===== config.mk =====
export PLATFORM = sky130hd
export DESIGN_NAME = sargantana_icache_refill_ctrl_flat
export DESIGN_NICKNAME = d
export VERILOG_FILES = /design/src/rtl/sargantana_icache_refill_ctrl_if.sv /design/src/rtl/sargantana_icache_refill_ctrl.sv /design/src/flat_wrapper.sv
export SDC_FILE = /design/constraint.sdc
export NUM_CORES = 1
export LEC_CHECK = 0
export CAP_MARGIN = 15
export CELL_PAD_IN_SITES_DETAIL_PLACEMENT = 0
export CELL_PAD_IN_SITES_GLOBAL_PLACEMENT = 1
export CORE_MARGIN = 4
export CORE_UTILIZATION = 28
export DETAILED_ROUTE_END_ITERATION = 16
export GPL_ROUTABILITY_DRIVEN = 1
export PLACE_DENSITY = 0.75
export SLEW_MARGIN = 20
export SYNTH_ARGS = -nofsm -noshare
export SYNTH_HDL_FRONTEND = slang
export SYNTH_SLANG_ARGS = --single-unit

===== constraint.sdc =====
create_clock -name clk_i -period 1.65 [get_ports clk_i]
set_clock_uncertainty 0.1 [all_clocks]
set_input_delay 0.33 -clock clk_i [delete_from_list [all_inputs] [get_ports clk_i]]
set_output_delay 0.33 -clock clk_i [all_outputs]
set_load 0.1 [all_outputs]

===== src/rtl/sargantana_icache_refill_ctrl_if.sv =====
// Signal bundle between the icache refill controller and its neighbours (miss logic, L2, tag/data memory).
// master = the refill controller, slave = the surrounding cache, L2 and memory side.
interface sargantana_icache_refill_ctrl_if #(
  parameter int N_WAY  = 4,
  parameter int IDX_W  = 6,
  parameter int TAG_W  = 20,
  parameter int LINE_W = 128,
  parameter int ADDR_W = IDX_W + 2
);
  logic                   miss_valid_i;
  logic                   miss_ready_o;
  logic [TAG_W-1:0]       miss_tag_i;
  logic [IDX_W-1:0]       miss_idx_i;
  logic [N_WAY-1:0]       miss_way_i;
  logic                   flush_i;
  logic                   flush_done_o;
  logic                   l2_req_valid_o;
  logic                   l2_req_ready_i;
  logic [TAG_W+IDX_W-1:0] l2_req_addr_o;
  logic                   l2_rsp_valid_i;
  logic [LINE_W-1:0]      l2_rsp_data_i;
  logic                   l2_rsp_error_i;
  logic [N_WAY-1:0]       tag_req_o;
  logic [N_WAY-1:0]       data_req_o;
  logic                   tag_we_o;
  logic                   data_we_o;
  logic                   flush_en_o;
  logic                   valid_bit_o;
  logic [LINE_W-1:0]      cline_o;
  logic [TAG_W-1:0]       tag_o;
  logic [ADDR_W-1:0]      addr_o;
  logic                   fill_done_o;
  logic                   fill_error_o;
  logic                   busy_o;

  modport master (
    input  miss_valid_i, miss_tag_i, miss_idx_i, miss_way_i, flush_i,
           l2_req_ready_i, l2_rsp_valid_i, l2_rsp_data_i, l2_rsp_error_i,
    output miss_ready_o, flush_done_o, l2_req_valid_o, l2_req_addr_o,
           tag_req_o, data_req_o, tag_we_o, data_we_o, flush_en_o, valid_bit_o,
           cline_o, tag_o, addr_o, fill_done_o, fill_error_o, busy_o
  );

  modport slave (
    output miss_valid_i, miss_tag_i, miss_idx_i, miss_way_i, flush_i,
           l2_req_ready_i, l2_rsp_valid_i, l2_rsp_data_i, l2_rsp_error_i,
    input  miss_ready_o, flush_done_o, l2_req_valid_o, l2_req_addr_o,
           tag_req_o, data_req_o, tag_we_o, data_we_o, flush_en_o, valid_bit_o,
           cline_o, tag_o, addr_o, fill_done_o, fill_error_o, busy_o
  );
endinterface


===== src/rtl/sargantana_icache_refill_ctrl.sv =====
// Icache refill controller: fetches a missing line from L2, writes it into the victim way, sequences flushes.
// Optional response watchdog compiled in with `define ICACHE_REFILL_WATCHDOG_EN.
module sargantana_icache_refill_ctrl #(
  parameter int N_WAY   = 4,
  parameter int IDX_W   = 6,
  parameter int TAG_W   = 20,
  parameter int LINE_W  = 128,
  parameter int ADDR_W  = IDX_W + 2,
  parameter int TIMEOUT = 255
) (
  input logic clk_i,
  input logic rstn_i,
  sargantana_icache_refill_ctrl_if.master bus
);

  typedef enum logic [2:0] {
    IDLE,
    REQ,
    WAIT,
    WRITE,
    FLUSH
  } state_e;

  state_e state_q, state_d;
  logic              pending_q, pending_d;
  logic [TAG_W-1:0]  tag_q, tag_d;
  logic [IDX_W-1:0]  idx_q, idx_d;
  logic [N_WAY-1:0]  way_q, way_d;
  logic [LINE_W-1:0] line_q, line_d;

  logic             l2_req_valid_q, l2_req_valid_d;
  logic [N_WAY-1:0] tag_req_q, tag_req_d;
  logic [N_WAY-1:0] data_req_q, data_req_d;
  logic             tag_we_q, tag_we_d;
  logic             data_we_q, data_we_d;
  logic             flush_en_q, flush_en_d;
  logic             valid_bit_q, valid_bit_d;
  logic             fill_done_q, fill_done_d;
  logic             fill_error_q, fill_error_d;
  logic             flush_done_q, flush_done_d;

  logic flush_req;
  logic miss_fire;
  logic wd_expire;

  // A flush is owed if one was seen earlier in this fill or is being requested right now.
  assign flush_req = pending_q | bus.flush_i;
  assign miss_fire = (state_q == IDLE) && bus.miss_valid_i && !flush_req;

`ifdef ICACHE_REFILL_WATCHDOG_EN
  localparam int CNT_W = ($clog2(TIMEOUT + 1) > 8) ? $clog2(TIMEOUT + 1) : 8;

  logic [CNT_W-1:0] wd_cnt_q, wd_cnt_d;

  assign wd_cnt_d  = (state_q == WAIT) ? wd_cnt_q + 1'b1 : '0;
  assign wd_expire = (state_q == WAIT) && (wd_cnt_q == CNT_W'(TIMEOUT - 1));

  always_ff @(posedge clk_i or negedge rstn_i) begin
    if (!rstn_i) begin
      wd_cnt_q <= '0;
    end else begin
      wd_cnt_q <= wd_cnt_d;
    end
  end
`else
  assign wd_expire = 1'b0;
`endif

  always_comb begin
    state_d      = state_q;
    pending_d    = pending_q;
    tag_d        = tag_q;
    idx_d        = idx_q;
    way_d        = way_q;
    line_d       = line_q;
    fill_error_d = 1'b0;

    case (state_q)
      IDLE: begin
        if (flush_req) begin
          state_d = FLUSH;
        end else if (bus.miss_valid_i) begin
          tag_d   = bus.miss_tag_i;
          idx_d   = bus.miss_idx_i;
          way_d   = bus.miss_way_i;
          state_d = REQ;
        end
      end
      REQ: begin
        if (bus.flush_i) pending_d = 1'b1;
        if (bus.l2_req_ready_i) state_d = WAIT;
      end
      WAIT: begin
        if (bus.flush_i) pending_d = 1'b1;
        if (bus.l2_rsp_valid_i) begin
          if (bus.l2_rsp_error_i) begin
            fill_error_d = 1'b1;
            state_d      = IDLE;
          end else if (flush_req) begin
            state_d = FLUSH;
          end else begin
            line_d  = bus.l2_rsp_data_i;
            state_d = WRITE;
          end
        end else if (wd_expire) begin
          fill_error_d = 1'b1;
          state_d      = flush_req ? FLUSH : IDLE;
        end
      end
      WRITE: begin
        if (bus.flush_i) pending_d = 1'b1;
        state_d = flush_req ? FLUSH : IDLE;
      end
      FLUSH: begin
        pending_d = 1'b0;
        state_d   = IDLE;
      end
      default: state_d = IDLE;
    endcase

    // Memory strobes are decoded from the next state so they appear as clean flops.
    l2_req_valid_d = (state_d == REQ);
    tag_req_d      = (state_d == WRITE) ? way_d :
                     (state_d == FLUSH) ? {N_WAY{1'b1}} : '0;
    data_req_d     = (state_d == WRITE) ? way_d : '0;
    tag_we_d       = (state_d == WRITE) || (state_d == FLUSH);
    data_we_d      = (state_d == WRITE);
    valid_bit_d    = (state_d == WRITE);
    flush_en_d     = (state_d == FLUSH);
    fill_done_d    = (state_d == WRITE);
    flush_done_d   = (state_d == FLUSH);
  end

  always_ff @(posedge clk_i or negedge rstn_i) begin
    if (!rstn_i) begin
      state_q        <= IDLE;
      pending_q      <= 1'b0;
      tag_q          <= '0;
      idx_q          <= '0;
      way_q          <= '0;
      line_q         <= '0;
      l2_req_valid_q <= 1'b0;
      tag_req_q      <= '0;
      data_req_q     <= '0;
      tag_we_q       <= 1'b0;
      data_we_q      <= 1'b0;
      flush_en_q     <= 1'b0;
      valid_bit_q    <= 1'b0;
      fill_done_q    <= 1'b0;
      fill_error_q   <= 1'b0;
      flush_done_q   <= 1'b0;
    end else begin
      state_q        <= state_d;
      pending_q      <= pending_d;
      tag_q          <= tag_d;
      idx_q          <= idx_d;
      way_q          <= way_d;
      line_q         <= line_d;
      l2_req_valid_q <= l2_req_valid_d;
      tag_req_q      <= tag_req_d;
      data_req_q     <= data_req_d;
      tag_we_q       <= tag_we_d;
      data_we_q      <= data_we_d;
      flush_en_q     <= flush_en_d;
      valid_bit_q    <= valid_bit_d;
      fill_done_q    <= fill_done_d;
      fill_error_q   <= fill_error_d;
      flush_done_q   <= flush_done_d;
    end
  end

  assign bus.miss_ready_o   = miss_fire || ((state_q == IDLE) && !flush_req);
  assign bus.l2_req_valid_o = l2_req_valid_q;
  assign bus.l2_req_addr_o  = {tag_q, idx_q};
  assign bus.tag_req_o      = tag_req_q;
  assign bus.data_req_o     = data_req_q;
  assign bus.tag_we_o       = tag_we_q;
  assign bus.data_we_o      = data_we_q;
  assign bus.flush_en_o     = flush_en_q;
  assign bus.valid_bit_o    = valid_bit_q;
  assign bus.cline_o        = line_q;
  assign bus.tag_o          = tag_q;
  assign bus.addr_o         = {idx_q, 2'b00};
  assign bus.fill_done_o    = fill_done_q;
  assign bus.fill_error_o   = fill_error_q;
  assign bus.flush_done_o   = flush_done_q;
  assign bus.busy_o         = (state_q != IDLE);

endmodule

===== src/flat_wrapper.sv =====
// flat-port wrapper written by rule: the top's interface ports become plain ports
module sargantana_icache_refill_ctrl_flat 
#(
  parameter int N_WAY   = 4,
  parameter int IDX_W   = 6,
  parameter int TAG_W   = 20,
  parameter int LINE_W  = 128,
  parameter int ADDR_W  = IDX_W + 2,
  parameter int TIMEOUT = 255
)
  (clk_i, rstn_i, bus_miss_valid_i, bus_miss_tag_i, bus_miss_idx_i, bus_miss_way_i, bus_flush_i, bus_l2_req_ready_i, bus_l2_rsp_valid_i, bus_l2_rsp_data_i, bus_l2_rsp_error_i, bus_miss_ready_o, bus_flush_done_o, bus_l2_req_valid_o, bus_l2_req_addr_o, bus_tag_req_o, bus_data_req_o, bus_tag_we_o, bus_data_we_o, bus_flush_en_o, bus_valid_bit_o, bus_cline_o, bus_tag_o, bus_addr_o, bus_fill_done_o, bus_fill_error_o, bus_busy_o);
  sargantana_icache_refill_ctrl_if #(.N_WAY(N_WAY), .IDX_W(IDX_W), .TAG_W(TAG_W), .LINE_W(LINE_W), .ADDR_W(ADDR_W)) bus_i ();
  input logic clk_i;
  input logic rstn_i;
  input wire logic [$bits(bus_i.miss_valid_i)-1:0] bus_miss_valid_i;
  input wire logic [$bits(bus_i.miss_tag_i)-1:0] bus_miss_tag_i;
  input wire logic [$bits(bus_i.miss_idx_i)-1:0] bus_miss_idx_i;
  input wire logic [$bits(bus_i.miss_way_i)-1:0] bus_miss_way_i;
  input wire logic [$bits(bus_i.flush_i)-1:0] bus_flush_i;
  input wire logic [$bits(bus_i.l2_req_ready_i)-1:0] bus_l2_req_ready_i;
  input wire logic [$bits(bus_i.l2_rsp_valid_i)-1:0] bus_l2_rsp_valid_i;
  input wire logic [$bits(bus_i.l2_rsp_data_i)-1:0] bus_l2_rsp_data_i;
  input wire logic [$bits(bus_i.l2_rsp_error_i)-1:0] bus_l2_rsp_error_i;
  output wire logic [$bits(bus_i.miss_ready_o)-1:0] bus_miss_ready_o;
  output wire logic [$bits(bus_i.flush_done_o)-1:0] bus_flush_done_o;
  output wire logic [$bits(bus_i.l2_req_valid_o)-1:0] bus_l2_req_valid_o;
  output wire logic [$bits(bus_i.l2_req_addr_o)-1:0] bus_l2_req_addr_o;
  output wire logic [$bits(bus_i.tag_req_o)-1:0] bus_tag_req_o;
  output wire logic [$bits(bus_i.data_req_o)-1:0] bus_data_req_o;
  output wire logic [$bits(bus_i.tag_we_o)-1:0] bus_tag_we_o;
  output wire logic [$bits(bus_i.data_we_o)-1:0] bus_data_we_o;
  output wire logic [$bits(bus_i.flush_en_o)-1:0] bus_flush_en_o;
  output wire logic [$bits(bus_i.valid_bit_o)-1:0] bus_valid_bit_o;
  output wire logic [$bits(bus_i.cline_o)-1:0] bus_cline_o;
  output wire logic [$bits(bus_i.tag_o)-1:0] bus_tag_o;
  output wire logic [$bits(bus_i.addr_o)-1:0] bus_addr_o;
  output wire logic [$bits(bus_i.fill_done_o)-1:0] bus_fill_done_o;
  output wire logic [$bits(bus_i.fill_error_o)-1:0] bus_fill_error_o;
  output wire logic [$bits(bus_i.busy_o)-1:0] bus_busy_o;
  assign bus_i.miss_valid_i = bus_miss_valid_i;
  assign bus_i.miss_tag_i = bus_miss_tag_i;
  assign bus_i.miss_idx_i = bus_miss_idx_i;
  assign bus_i.miss_way_i = bus_miss_way_i;
  assign bus_i.flush_i = bus_flush_i;
  assign bus_i.l2_req_ready_i = bus_l2_req_ready_i;
  assign bus_i.l2_rsp_valid_i = bus_l2_rsp_valid_i;
  assign bus_i.l2_rsp_data_i = bus_l2_rsp_data_i;
  assign bus_i.l2_rsp_error_i = bus_l2_rsp_error_i;
  assign bus_miss_ready_o = bus_i.miss_ready_o;
  assign bus_flush_done_o = bus_i.flush_done_o;
  assign bus_l2_req_valid_o = bus_i.l2_req_valid_o;
  assign bus_l2_req_addr_o = bus_i.l2_req_addr_o;
  assign bus_tag_req_o = bus_i.tag_req_o;
  assign bus_data_req_o = bus_i.data_req_o;
  assign bus_tag_we_o = bus_i.tag_we_o;
  assign bus_data_we_o = bus_i.data_we_o;
  assign bus_flush_en_o = bus_i.flush_en_o;
  assign bus_valid_bit_o = bus_i.valid_bit_o;
  assign bus_cline_o = bus_i.cline_o;
  assign bus_tag_o = bus_i.tag_o;
  assign bus_addr_o = bus_i.addr_o;
  assign bus_fill_done_o = bus_i.fill_done_o;
  assign bus_fill_error_o = bus_i.fill_error_o;
  assign bus_busy_o = bus_i.busy_o;
  sargantana_icache_refill_ctrl #(.N_WAY(N_WAY), .IDX_W(IDX_W), .TAG_W(TAG_W), .LINE_W(LINE_W), .ADDR_W(ADDR_W), .TIMEOUT(TIMEOUT)) u_core (.clk_i(clk_i), .rstn_i(rstn_i), .bus(bus_i));
endmodule

---- Yosys cells after proc, flatten, opt, wreduce, memory -nomap -nowiden ----
Cells that the tools add are included.
storage, ports and cells
  register bits after elaboration ......... 175
  latch bits .............................. 0
  bits in writable memories ............... 0
  memory bits (read-only) ................. 0
  input port bits ......................... 165
  output and inout port bits .............. 200
  logic and storage cells ................. 56
  memories ................................ 0
operators by class
  add/subtract/negate cells ............... 0
  multiply operators ...................... 0
  div/mod/pow operators ................... 0
  order comparisons ....................... 0
  equal/unequal tests ..................... 8
  shift operators ......................... 0
  muxes and demuxes ....................... 19
  bitwise gates (word level) .............. 3
  reduce and logical (&&, ||, !) cells .... 13
operators by type and width
  operator            number
  $mux 4              6
  $mux 3              7
  $pmux 3 s4          1
  $eq 3x2->1 const B  3
  $eq 3x1->1 const B  2
  $eq 3x3->1 const B  2
  $mux 1              4
  $reduce_and 4->1    1
  $logic_and 1x1->1   3
  $logic_not 3->1     1
  $reduce_and 3->1    1
  $reduce_bool 3->1   1
  $reduce_or 3->1     1
  $logic_or 1x1->1    2
  $ne 2x1->1 const B  1
  $not 1->1           2
  $pmux 1 s2          1
  $reduce_and 2->1    1
  $reduce_bool 2->1   1
  $logic_not 1->1     1
  $or 1x1->1          1

---- Logic depth before layout (Yosys ltp) ----
Gate-level depths: netlist of the first run.
  depth after elaboration ................. 8
  depth in mapped cells ................... 6
  depth with buffers taken out ............ 4

---- Worst setup path before layout of the first run ----
No wires, ideal clock.
  path type ............................... register to output
  start ................................... register u_core.state_q[0]
  end ..................................... output bus_miss_ready_o
  arrival time ............................ 3.425 ns
  required time ........................... 1.220 ns
  path slack .............................. -2.205 ns
  stages on the path, launching flop included .. 4
  path buffers ............................ 0
  cell sequence ........................... dfrtp_1 > nor3_2 > inv_1 > nor3_1
between the ends
  word-level cells in the longest chain between the ends .. 4
  elaborated cells on any way between the ends .. 5
  those cells by class .................... 5 x reduce/logical
RTL lines
  what                             line                                                                       RTL
  start: declaration               sargantana_icache_refill_ctrl.sv:24                                        state_e state_q, state_d;
  start signal: assignment         sargantana_icache_refill_ctrl.sv:153                                       state_q <= state_d;
  $logic_not 3->1 (*)              sargantana_icache_refill_ctrl.sv:48, sargantana_icache_refill_ctrl.sv:172
  $logic_and 1x1->1 (2 in series)  sargantana_icache_refill_ctrl.sv:48                                        assign miss_fire = (state_q == IDLE) && bus.miss_valid_i && !flush_req;
  $logic_or 1x1->1 (*)             sargantana_icache_refill_ctrl.sv:172                                       assign bus.miss_ready_o = miss_fire || ((state_q == IDLE) && !flush_req);
  end: declaration                 flat_wrapper.sv:24                                                         output wire logic [$bits(bus_i.miss_ready_o)-1:0] bus_miss_ready_o;
Mark *: on every way between the ends. The rest lies on a longest branch, timed or not.

---- Worst setup path after layout of the first run ----
Ends and elaborated chain as after synthesis.

==> results.py, run 1 <==
metrics = {
    "hold_path": {
        "min_path_type": "in -> async",
    },
    "critical_path": {
        "crit_arrival_ns": 1.62,
        "critPathCaptureType": "output port",
        "max_stage_delay_ns": 0.39,
        "path_common_cell": "nor3_4",
        "path_class": "reg -> out",
        "crit_path_cell_trace": "buf_6, nor3_4, inv_2, nor3_4, buf_12",
        "cp_data_required_time_ns": 1.22,
        "cpMaxStageDelayCell": "dfrtp_1",
        "crit_fanout": 5,
        "r2r_setup_slack_ns": -0.28,
        "crit_path_start_kind": "register",
    },
    "routing": {
        "ant_nets": 0,
        "wl_um": 22890,
        "drcViolationCount": 0,
        "routedWlPerCell_um": 19.65,
        "avgViaCountPerCell": 4.262,
        "drt_iter0_drc": 126,
        "vias": 4965,
        "dr.pass1.iters": 4,
    },
    "placed_design": {
        "place.gp.congestion": 0.7465,
        "hpwl_um": 16380,
        "placedCellCount": 1104,
        "dpl_cell_area_mm2": 0.01299,
        "port_buffers": 362,
    },
    "grt": {
        "grt_pass1_vias": 5661,
        "grt.total_usage": 0.1625,
        "antenna_found_initial": 0,
        "grt-ovfl-total": 0,
        "grt_pass1_wl_um": 33470,
        "grt_max_degree": 52,
    },
    "synth": {
        "synth_area_leaders": "dfrtp_1 (64%), mux2_2 (20%), mux2_4 (6.5%), buf_4 (3.4%), buf_2 (0.94%)",
        "syn-instance-count": 430,
        "synth-seq-cells": 175,
        "ys.flop_type": "dfrtp_1",
        "synth_most_common_cell": "dfrtp_1",
        "synth_top_area_cell": "dfrtp_1",
        "synth_cell_type_count": 29,
        "synth_common_cells": "dfrtp_1 (175), mux2_2 (122), buf_4 (31)",
        "synth_area_mm2": 0.006887,
        "synth-edff-count": 0,
        "ys_warn_count": 0,
        "yosysTopAreaCellShare": 0.6359,
        "syn_area_per_cell_um2": 16.02,
        "async_flop_share": 1.000,
        "ys_seq_area_frac": 0.6359,
    },
    "timing": {
        "drv_slew": 0,
        "finalCritPeriodShare": 1.243,
        "fin_crit_ns": 2.052,
        "fin_ws_ns": -0.4016,
        "hold_violations": 0,
        "fmaxAchievable_mhz": 487.4,
        "finalSetupViolCount": 156,
        "rsz0062_at_grt": "yes",
        "hold_slack_ns": 0.2511,
    },
    "final_layout": {
        "design_area_mm2": 0.01431,
        "nNetsFinal": 993,
        "drive_above_1_share": 0.5826,
        "num-fill-cells": 1835,
        "area_growth_pct": 107.7,
        "instances_no_fill": 1165,
        "diodes": 0,
    },
    "die": {
        "start_util": 0.2840,
        "die_h_um": 164.8,
        "num_rows": 57,
        "chipWidth_um": 164.8,
        "die_area_mm2": 0.02717,
        "coreArea_mm2": 0.02425,
        "io_pins": 365,
    },
    "clock_network": {
        "cts_root_buf": "clkbuf_16",
        "h-tree-depth": 4,
        "path_clk_slew_ns": 0.07,
        "cts_inserted_buffers": 17,
        "cts_tree": "built",
        "clock_latency_ns": 0.42,
        "cts_sinks": 175,
        "clock_path_buffers": 2,
    },
    "outcome": {
        "status": "finished, violations left",
        "violations": "setup timing",
    },
    "run": {
        "drv_cap": 0,
    },
}
-- layout make-up --
type                    instances  area [um^2]  share of cell area
repair buffers                427         6640              0.4642
clock buffers                  20        446.7             0.03123
flip-flops and latches        175         4414              0.3086
multi-input cells             201         2227              0.1557
inverters                       6        22.52            0.001574
clock inverters                12        148.9             0.01041
well taps                     324        405.4             0.02834
-- cells in the final DEF (no fill, tap or decap), types with 3 or more instances in the layout --
| master | n |
|---|---|
| o21ai_2 | 3 |
| dfrtp_1 | 147 |
| clkbuf_16 | 19 |
| inv_1 | 5 |
| mux2_2 | 118 |
| a21oi_2 | 4 |
| buf_4 | 19 |
| mux2_4 | 36 |
| dfrtp_2 | 28 |
| nand4b_1 | 4 |
| clkinv_4 | 4 |
| nand4_1 | 4 |
| inv_6 | 4 |
| buf_12 | 210 |
| nand2_1 | 9 |
| buf_8 | 8 |
| buf_16 | 13 |
| buf_6 | 11 |
| clkdlybuf4s50_1 | 163 |
-- worst max-delay path: cells and delay by family (launching register included) --
family / cells / cell delay [ns]
buf+inv: 3 / 0.42
flops: 1 / 0.39
simple gates: 2 / 0.39
-- stage by stage --
| stage | utilization | setup slack [ns] | TNS (ns) |
|---|---|---|---|
| floorplan | - | -0.8736 | -8.736 |
| detailed placement | 0.5358 | -0.5148 | -72.48 |
| finish | 0.5899 | -0.4016 | -23.97 |
| global placement | 0.5358 | -0.4518 | -65.32 |
| global route | 0.5899 | -0.4679 | -35.51 |
| CTS | 0.5891 | -0.4480 | -29.64 |
-- kinds of logic after synthesis --
logic type / count (synthesis) / synth area share
compound gates: 15 / 0.01363
buf+inv: 55 / 0.05469
flops: 175 / 0.6359
mux: 154 / 0.2682
other cells: 1 / 0.0005445
simple gates: 30 / 0.02707
-- metal layers --
metal / part of all wire / vias to the layer above / routed length, um / GRT usage
li1: - / 2271 / - / -
met1: 0.38 / 2475 / 8778 / 0.1858
met2: 0.52 / 197 / 11910 / 0.2883
met3: 0.077 / 22 / 1767 / 0.05366
met4: 0.019 / 0 / 434 / 0.04953
met5: 0 / - / 0 / 0
-- sequential cells by signal, summed over array words and instances (netlist names), 3 cells and up --
signal / flops
u_core.state_q: 3
u_core.bus.data_req_o: 4
u_core.idx_q: 6
u_core.bus.cline_o: 128
u_core.bus.tag_o: 20
u_core.bus.tag_req_o: 4
u_core.way_q: 4
-- timing repair --
item | CTS | global route
hold buffers | 1 | 0
pin swaps | 3 | 5
setup endpoints to repair | 130 | 167
endpoints found under the hold margin | 38 | 0
resized for setup | 53 | 11
cloned | 14 | 3
setup buffers | 14 | 5
-- final timing paths --
| check | startpoint | to | cells past startpoint |
|---|---|---|---|
| max | u_core.state_q[0] | bus_miss_ready_o | 5 |
| max in group asynchronous | rstn_i | u_core.bus.tag_o[17] | 3 |
| max reg2reg | u_core.state_q[2] | u_core.bus.cline_o[53] | 7 |
| min in group clk_i | bus_l2_rsp_data_i[45] | u_core.bus.cline_o[45] | 2 |
| min reg2reg | u_core.way_q[3] | u_core.way_q[3] | 2 |
| min | rstn_i | u_core.bus.cline_o[73] | 2 |
Power of run 1 is left out: the tool's default activity adds up to more than one toggle a clock period on the data nets, which glitch-free logic cannot reach.
==> run 2: changes to the inputs <==
--- a/config.mk
+++ b/config.mk
@@ -5,7 +5,6 @@
 export SDC_FILE = /design/constraint.sdc
 export NUM_CORES = 1
 export LEC_CHECK = 0
-export CAP_MARGIN = 15
 export CELL_PAD_IN_SITES_DETAIL_PLACEMENT = 0
 export CELL_PAD_IN_SITES_GLOBAL_PLACEMENT = 1
 export CORE_MARGIN = 4
==> results of run 2 <==
Same layout as run 1: the final DEF is identical, and so are final timing and power.
Power of run 2 is left out for the same reason.
==> run 3: changes to the inputs <==
--- a/config.mk
+++ b/config.mk
@@ -7,11 +7,12 @@
 export LEC_CHECK = 0
 export CELL_PAD_IN_SITES_DETAIL_PLACEMENT = 0
 export CELL_PAD_IN_SITES_GLOBAL_PLACEMENT = 1
+export CORE_ASPECT_RATIO = 0.9
 export CORE_MARGIN = 4
-export CORE_UTILIZATION = 28
+export CORE_UTILIZATION = 33
 export DETAILED_ROUTE_END_ITERATION = 16
 export GPL_ROUTABILITY_DRIVEN = 1
-export PLACE_DENSITY = 0.75
+export PLACE_DENSITY = 0.83
 export SLEW_MARGIN = 20
 export SYNTH_ARGS = -nofsm -noshare
 export SYNTH_HDL_FRONTEND = slang
==> constraint.sdc (replaced) <==
create_clock -name clk_i -period 2.6 [get_ports clk_i]
set_clock_uncertainty 0.1 [all_clocks]
set_input_delay 0.52 -clock clk_i [delete_from_list [all_inputs] [get_ports clk_i]]
set_output_delay 0.52 -clock clk_i [all_outputs]
set_load 0.1 [all_outputs]
==> run 3 against run 2 <==
  * The flow now finishes without violations
  * Count of clock-buffer cells in the layout down 2
  * Core utilization down 5.9 points
  * Die area down 14%
  * Via count down 5.4%
  * Largest cell class is now registers
  * Global-route usage down 0.19 points
  * Worst setup slack better by 0.69 ns
  * Register-to-register slack better by 0.87 ns
  * Wire length down 16%
  * Critical path depth unchanged
  * Cell count down 10%
  * Worst hold slack better by 0.15 ns
==> results.py, run 3 (synthesis results as in run 1) <==
metrics = {
    "die": {
        "die_h_um": 145.0,
        "io_pins": 365,
        "start_util": 0.3404,
        "die_area_mm2": 0.02325,
        "num_rows": 49,
        "coreArea_mm2": 0.02023,
        "chipWidth_um": 160.3,
    },
    "routing": {
        "drcViolationCount": 0,
        "wl_um": 19150,
        "ant_nets": 0,
        "dr.pass1.iters": 4,
        "vias": 4696,
        "drt_iter0_drc": 176,
        "avgViaCountPerCell": 4.498,
        "routedWlPerCell_um": 18.34,
    },
    "timing": {
        "fin_crit_ns": 2.316,
        "drv_slew": 0,
        "finalCritPeriodShare": 0.8909,
        "finalSetupViolCount": 0,
        "hold_violations": 0,
        "fmaxAchievable_mhz": 431.7,
        "tightest_slew_ns": 0.5496,
        "rsz0062_at_grt": "no",
        "maxSlewHeadroom": 0.6336,
    },
    "placed_design": {
        "hpwl_um": 14850,
        "place.gp.congestion": 0.7505,
        "dpl_cell_area_mm2": 0.01017,
        "port_buffers": 362,
        "placedCellCount": 1012,
    },
    "grt": {
        "grt_pass1_wl_um": 29770,
        "grt-ovfl-total": 0,
        "grt_pass1_vias": 5261,
        "antenna_found_initial": 0,
        "grt_max_degree": 57,
        "grt.total_usage": 0.1606,
    },
    "run": {
        "drv_cap": 0,
    },
    "clock_network": {
        "path_clk_slew_ns": 0.07,
        "clock_path_buffers": 2,
        "holdBufCountCts": 1,
        "cts_root_buf": "clkbuf_16",
        "h-tree-depth": 4,
        "cts_sinks": 175,
        "post_cts_buffers": 0,
        "ctsResizeCount": 0,
        "clock_latency_ns": 0.41,
        "cts_tree": "built",
        "cts_inserted_buffers": 17,
    },
    "critical_path": {
        "crit_fanout": 6,
        "crit_path_start_kind": "register",
        "crit_arrival_ns": 1.70,
        "crit_buf_inv": 3,
        "cpMaxStageDelayCell": "dfrtp_1",
        "cp_data_required_time_ns": 1.98,
        "max_stage_delay_ns": 0.43,
        "crit_path_cell_trace": "nor3_2, buf_4, inv_1, nor3_4, buf_12",
        "path_class": "reg -> out",
        "critPathTopFamily": "buffers and inverters",
        "critPathCaptureType": "output port",
    },
    "outcome": {
        "status": "completed",
    },
    "final_layout": {
        "final_common_cell": "buf_4",
        "diodes": 0,
        "nNetsFinal": 942,
        "drive_above_1_share": 0.5057,
        "final_cell_mix": "buf_4 (205), dfrtp_1 (175), clkdlybuf4s50_1 (163)",
        "area_growth_pct": 55.90,
        "instances_no_fill": 1044,
        "largest_reg_flops": 128,
        "design_area_mm2": 0.01074,
        "num-fill-cells": 1691,
    },
    "hold_path": {
        "min_path_type": "reg -> reg",
    },
}
## run 3: cell type report
type	instances	area, um^2	share of cell area
Clock buffer	18	429.2	0.03997
Clock inverter	13	128.9	0.01200
Inverter	6	22.52	0.002098
Multi-Input combinational cell	201	2146	0.1999
Sequential cell	175	4379	0.4079
Tap cell	255	319.1	0.02972
Timing Repair Buffer	376	3312	0.3085
## run 3: metal layers
| layer | track usage | wire (um) | vias to the layer above |
|---|---|---|---|
| met5 | 0 | 0 | - |
| met4 | 0.05075 | 356 | 0 |
| met3 | 0.05303 | 1379 | 25 |
| met2 | 0.2860 | 10070 | 207 |
| met1 | 0.1828 | 7342 | 2312 |
| li1 | - | - | 2152 |
## run 3: final timing paths
kind | from | end | slack (ns) | cells past startpoint
setup / recovery | u_core.state_q[0] | bus_miss_ready_o | 0.28 | 5
hold / removal | u_core.bus.cline_o[92] | u_core.bus.cline_o[92] | 0.40 | 1
setup reg to reg | u_core.state_q[2] | u_core.bus.cline_o[90] | 0.59 | 4
hold reg to reg | u_core.bus.cline_o[92] | u_core.bus.cline_o[92] | 0.40 | 1
max in group asynchronous | rstn_i | u_core.bus.cline_o[98] | 1.15 | 3
min in group asynchronous | rstn_i | u_core.bus.cline_o[114] | 0.53 | 2
## run 3: stage by stage
step / setup slack [ns] / utilization / setup TNS, ns / hold WS [ns]
2_1_floorplan: -0.1888 / - / -0.1888 / 0.1244
5_1_grt: 0.1685 / 0.5307 / 0 / 0.4210
4_1_cts: 0.2470 / 0.5307 / 0 / 0.4024
6_report: 0.2836 / 0.5307 / 0 / 0.3982
3_3_place_gp: 0.1311 / 0.5026 / 0 / 0.3768
3_5_place_dp: 0.08332 / 0.5026 / 0 / 0.3823
Power of run 3 is left out for the same reason.
